===== config.mk =====
export PLATFORM = sky130hd
export DESIGN_NAME = uart_rx_buffered
export DESIGN_NICKNAME = d
export VERILOG_FILES = /design/src/rtl/uart_rx_buffered.sv
export SDC_FILE = /design/constraint.sdc
export NUM_CORES = 1
export LEC_CHECK = 0
export ABC_AREA = 0
export BUFFER_PORTS_ARGS = -buffer_cell sky130_fd_sc_hd__buf_4
export CORE_UTILIZATION = 55
export DETAILED_ROUTE_END_ITERATION = 8
export PLACE_DENSITY = 0.72
export SLEW_MARGIN = 20
export SYNTH_ARGS = -nofsm -noshare
export SYNTH_HDL_FRONTEND = slang
export SYNTH_SLANG_ARGS = --single-unit

===== constraint.sdc =====
create_clock -name clk -period 5.94 [get_ports clk]
set_input_delay 0.891 -clock clk [delete_from_list [all_inputs] [get_ports clk]]
set_output_delay 0.891 -clock clk [all_outputs]
set_load 0.05 [all_outputs]

===== src/rtl/uart_rx_buffered.sv =====
// 8N1 serial receiver feeding a circular byte FIFO with sticky overflow and
// framing-error flags for the UART register block.
module uart_rx_buffered #(
    parameter int frequency  = 50_000_000,
    parameter int bps        = 115_200,
    parameter int depth_log2 = 4
) (
    input  logic        clk,
    input  logic        rst_n,
    input  logic        serial_in,
    input  logic        pop,
    output logic [7:0]  rdata,
    output logic        rvalid,
    output logic [15:0] ravail,
    output logic        overflow,
    output logic        frame_err,
    input  logic        clear_err
);

    localparam int DIV   = frequency / bps;
    localparam int TW    = $clog2(DIV) + 1;
    localparam int DEPTH = 1 << depth_log2;

    localparam logic [TW-1:0]         T_HALF  = TW'(DIV / 2 - 1);
    localparam logic [TW-1:0]         T_FULL  = TW'(DIV - 1);
    localparam logic [TW-1:0]         T_ONE   = TW'(1);
    localparam logic [depth_log2:0]   C_FULL  = (depth_log2 + 1)'(DEPTH);
    localparam logic [depth_log2:0]   C_ONE   = (depth_log2 + 1)'(1);
    localparam logic [depth_log2-1:0] P_ONE   = depth_log2'(1);

    typedef enum logic [2:0] {
        IDLE      = 3'd0,
        START     = 3'd1,
        DATA      = 3'd2,
        STOP      = 3'd3,
        WAIT_HIGH = 3'd4
    } state_t;

    state_t        state_q, state_d;
    logic [TW-1:0] timer_q, timer_d;
    logic [2:0]    idx_q, idx_d;
    logic [7:0]    shift_q, shift_d;
    logic          meta_q, s;
    logic          push, frame_evt;

    always_ff @(posedge clk or negedge rst_n) begin
        if (!rst_n) begin
            meta_q <= 1'b1;
            s      <= 1'b1;
        end else begin
            meta_q <= serial_in;
            s      <= meta_q;
        end
    end

    always_ff @(posedge clk or negedge rst_n) begin
        if (!rst_n) begin
            state_q <= IDLE;
            timer_q <= '0;
            idx_q   <= '0;
            shift_q <= '0;
        end else begin
            state_q <= state_d;
            timer_q <= timer_d;
            idx_q   <= idx_d;
            shift_q <= shift_d;
        end
    end

    // Each state waits for timer 0 before sampling, so samples land mid-bit.
    always_comb begin
        state_d   = state_q;
        timer_d   = timer_q;
        idx_d     = idx_q;
        shift_d   = shift_q;
        push      = 1'b0;
        frame_evt = 1'b0;
        unique case (state_q)
            IDLE: begin
                if (!s) begin
                    state_d = START;
                    timer_d = T_HALF;
                end
            end
            START: begin
                if (timer_q != '0) begin
                    timer_d = timer_q - T_ONE;
                end else if (s) begin
                    state_d = IDLE;
                end else begin
                    state_d = DATA;
                    timer_d = T_FULL;
                    idx_d   = 3'd0;
                end
            end
            DATA: begin
                if (timer_q != '0) begin
                    timer_d = timer_q - T_ONE;
                end else begin
                    shift_d[idx_q] = s;
                    timer_d        = T_FULL;
                    if (idx_q == 3'd7) begin
                        state_d = STOP;
                    end else begin
                        idx_d = idx_q + 3'd1;
                    end
                end
            end
            STOP: begin
                if (timer_q != '0) begin
                    timer_d = timer_q - T_ONE;
                end else if (s) begin
                    push    = 1'b1;
                    state_d = IDLE;
                end else begin
                    frame_evt = 1'b1;
                    state_d   = WAIT_HIGH;
                end
            end
            WAIT_HIGH: begin
                if (s) begin
                    state_d = IDLE;
                end
            end
            default: state_d = IDLE;
        endcase
    end

    // Consumer handshake: a byte leaves the FIFO on every edge where
    // pop && rvalid; pop while rvalid is low has no effect.
    logic [7:0]            mem [DEPTH];
    logic [depth_log2-1:0] wr_ptr, rd_ptr;
    logic [depth_log2:0]   count;
    logic                  do_pop, do_push, ovf_evt;

    assign do_pop  = pop && (count != '0);
    assign do_push = push && ((count != C_FULL) || do_pop);
    assign ovf_evt = push && (count == C_FULL) && !do_pop;

    always_ff @(posedge clk) begin
        if (do_push) begin
            mem[wr_ptr] <= shift_q;
        end
    end

    always_ff @(posedge clk or negedge rst_n) begin
        if (!rst_n) begin
            wr_ptr <= '0;
            rd_ptr <= '0;
            count  <= '0;
        end else begin
            if (do_push) wr_ptr <= wr_ptr + P_ONE;
            if (do_pop)  rd_ptr <= rd_ptr + P_ONE;
            if (do_push && !do_pop) begin
                count <= count + C_ONE;
            end else if (do_pop && !do_push) begin
                count <= count - C_ONE;
            end
        end
    end

    always_ff @(posedge clk or negedge rst_n) begin
        if (!rst_n) begin
            overflow  <= 1'b0;
            frame_err <= 1'b0;
        end else begin
            if (ovf_evt)        overflow <= 1'b1;
            else if (clear_err) overflow <= 1'b0;
            if (frame_evt)      frame_err <= 1'b1;
            else if (clear_err) frame_err <= 1'b0;
        end
    end

    assign rvalid = (count != '0);
    assign rdata  = rvalid ? mem[rd_ptr] : 8'h00;
    assign ravail = 16'(count);

endmodule


==> metrics.yaml <==
status:
  outcome: "completed"
route:
  wl_met3_um: 632
  ant_nets: 0
  vias: 3848
  dr.max_layer_used: "met4"
  wl_met1_mm: 5.68
  dr.first_iter.drc_count: 271
  vias_per_cell: 5.93
  drcViolationCount: 0
  met2_length_mm: 6.97
  dr.pass1.iters: 4
  detail_route.wl_per_cell_um: 20.6
  drt-total-wl_mm: 13.4
final_layout:
  nNetsFinal: 483
  finish.utilization_pct: 63.7
  diodes: 0
  mostFrequentLayoutCell: "edfxtp_1"
  area_growth_pct: 11.9
  fill_cells: 915
  regArea_um2: 4870
  layout_common_cells: "128 x edfxtp_1, 40 x mux4_2, 38 x dfrtp_1, 26 x buf_4, 25 x nor2_1"
  multi_input_area_um2: 2220
  drive_gt1_share_pct: 23.5
setup_path:
  endpoint_kind: "output port"
  regToRegSetupSlack_ps: 2230
  critPathArrivalTime_ps: 3020
  critPathKind: "flop to output port"
  cp_data_required_time_ps: 5050
  critPathMaxFanout: 23
  r2r_cells: 13
  start_kind: "flop"
logic_synthesis:
  synthCells: 441
  synth_edf_count: 128
  seq_area_frac_synth_pct: 67.0
  ys_types: 54
  synth_top_area_share_pct: 52.9
  yosysWarningCount: 0
  synth.top_cells.by_area: "edfxtp_1 53%, dfrtp_1 13%, mux4_2 12%, ha_1 2.2%, mux2_2 1.4%"
  synthArstFlopShare_pct: 24.3
  ys.flop_type: "edfxtp_1"
  syn_area_um2: 7270
  synth-seq-cells: 169
  yosys.area.top_type: "edfxtp_1"
  avgSynthCellArea_um2: 16.5
clock_network:
  cts_setup_buffers: 0
  cts-resized-gates: 0
  clock_latency_ps: 420
  htree_levels: 4
  cts.sinks: 169
  clockBufferDepth: 2
  cts_tree: "yes"
  cts_root_buf: "clkbuf_16"
  cts.reportedPaths.clkPinSlew_ps: 60
  ctsHoldBuffers: 0
  cts_buffers: 17
timing:
  fin_skew_ps: 9.21
  timing.hold.ws_ps: 356
  worstMarginPinSlew_ps: 1030
  slew_headroom_pct: 31.1
  slew_violations: 0
  setup_tns_ps: 0
  min_period_ps: 3910
  hold_viol: 0
  max_freq_mhz: 256
  fin_crit_sh_pct: 65.8
  setup_ws_ps: 2030
  rsz0062_at_grt: "false"
  setup-violations-final: 0
global_routing:
  grt_pass1_vias: 3712
  grt_max_degree: 42
  globalRouteOverflowTotal: 0
  grtUsageTotal_pct: 21.5
  antenna_found_initial: 0
  grt_pass1_wl_mm: 20.7
min_path:
  hp-class: "flop to flop"
  min_path_cells: 0
pwr:
  power_mw: 2.37
  p_per_area_nw_per_um2: 291
  p_leak_nw: 3.23
  vdd_drop_max_mv: 0.180
job:
  maxCapViolCount: 0
place:
  place.gp.congestion: 0.845
  dp_slack_ps: 2250
  io_buffers: 20
  dpl.hpwl_mm: 8.78
die:
  pin_count: 32
  core_area_um2: 12800
  die_y_um: 117
  floorplan.initialDensity_pct: 56.9
  fp-row-count: 41
  die_area_um2: 13700
  die_w_um: 117
==> through the flow <==
step	std cells	area, um2
after global routing	649	8140
final	649	8140
after CTS	649	8140
after floorplan	451	7310
after detailed placement	617	7550
after global placement	617	7550
==> kinds of logic after synthesis <==
logic type,after synthesis,share of synthesized area [%]
adders and majority gates,14,2.51
AOI/OAI and AO/OA,55,5.25
DFF,169,67.0
xor gates and xnor gates,11,1.32
buffers and inverters,44,2.98
muxes,49,13.8
other,1,0.0516
and+or+nand+nor,98,7.11
==> synthesized netlist by cell type, types with 4 or more instances <==
cell type,instances
inv_1,12
xnor2_1,9
buf_2,5
nor3_1,7
nand2b_1,6
o21ai_0,12
edfxtp_1,128
nand2_1,24
dfrtp_1,39
buf_4,12
nor3b_1,4
nand3b_1,6
a21oi_1,11
mux4_2,40
a22o_1,6
mux2_2,9
and2_1,9
a21o_1,5
ha_1,13
nor2_1,25
clkbuf_1,12
==> worst max-delay path, cell delays in order (launching register included) <==
cell     delay (ps)
dfrtp_1        1020
buf_4           370
mux4_2          350
mux4_2          490
and2_1          180
buf_4           190
==> final timing paths <==
| check | start | to |
|---|---|---|
| worst max-delay path | rd_ptr[1] | rdata[6] |
| worst min-delay path | meta_q | s |
| worst max register to register | timer_q[0] | count[4] |
| worst min register to register | meta_q | s |
| max in group asynchronous | rst_n | rd_ptr[0] |
| min in group asynchronous | rst_n | timer_q[4] |
==> state kept, by name, indices dropped and copies added, names as in the netlist <==
name       flops
rd_ptr         4
timer_q       10
mem          128
count          5
state_q        3
shift_q        8
s              1
meta_q         1
frame_err      1
idx_q          3
wr_ptr         4
overflow       1
==> final cells by class <==
cell class	instances	area share, %
tap	172	2.65
timing repair buffer	26	2.40
multi-input combinational	238	27.3
sequential	169	59.9
clock inverter	13	1.88
inverter	12	0.554
clock buffer	19	5.32
==> metal layers <==
metal,GRT usage [%],vias up
met5,0,-
met4,9.11,0
met3,4.63,12
met2,35.5,113
met1,27.9,1980
li1,-,1743
==> power by group <==
group / internal [mW] / switching [mW] / total (mW)
clock network: 0.657 / 0.423 / 1.08
registers: 1.26 / 0.00163 / 1.26
logic: 0.00224 / 0.0222 / 0.0244
total: 1.92 / 0.447 / 2.37
Note: power is estimated with default switching activity, not from simulation.
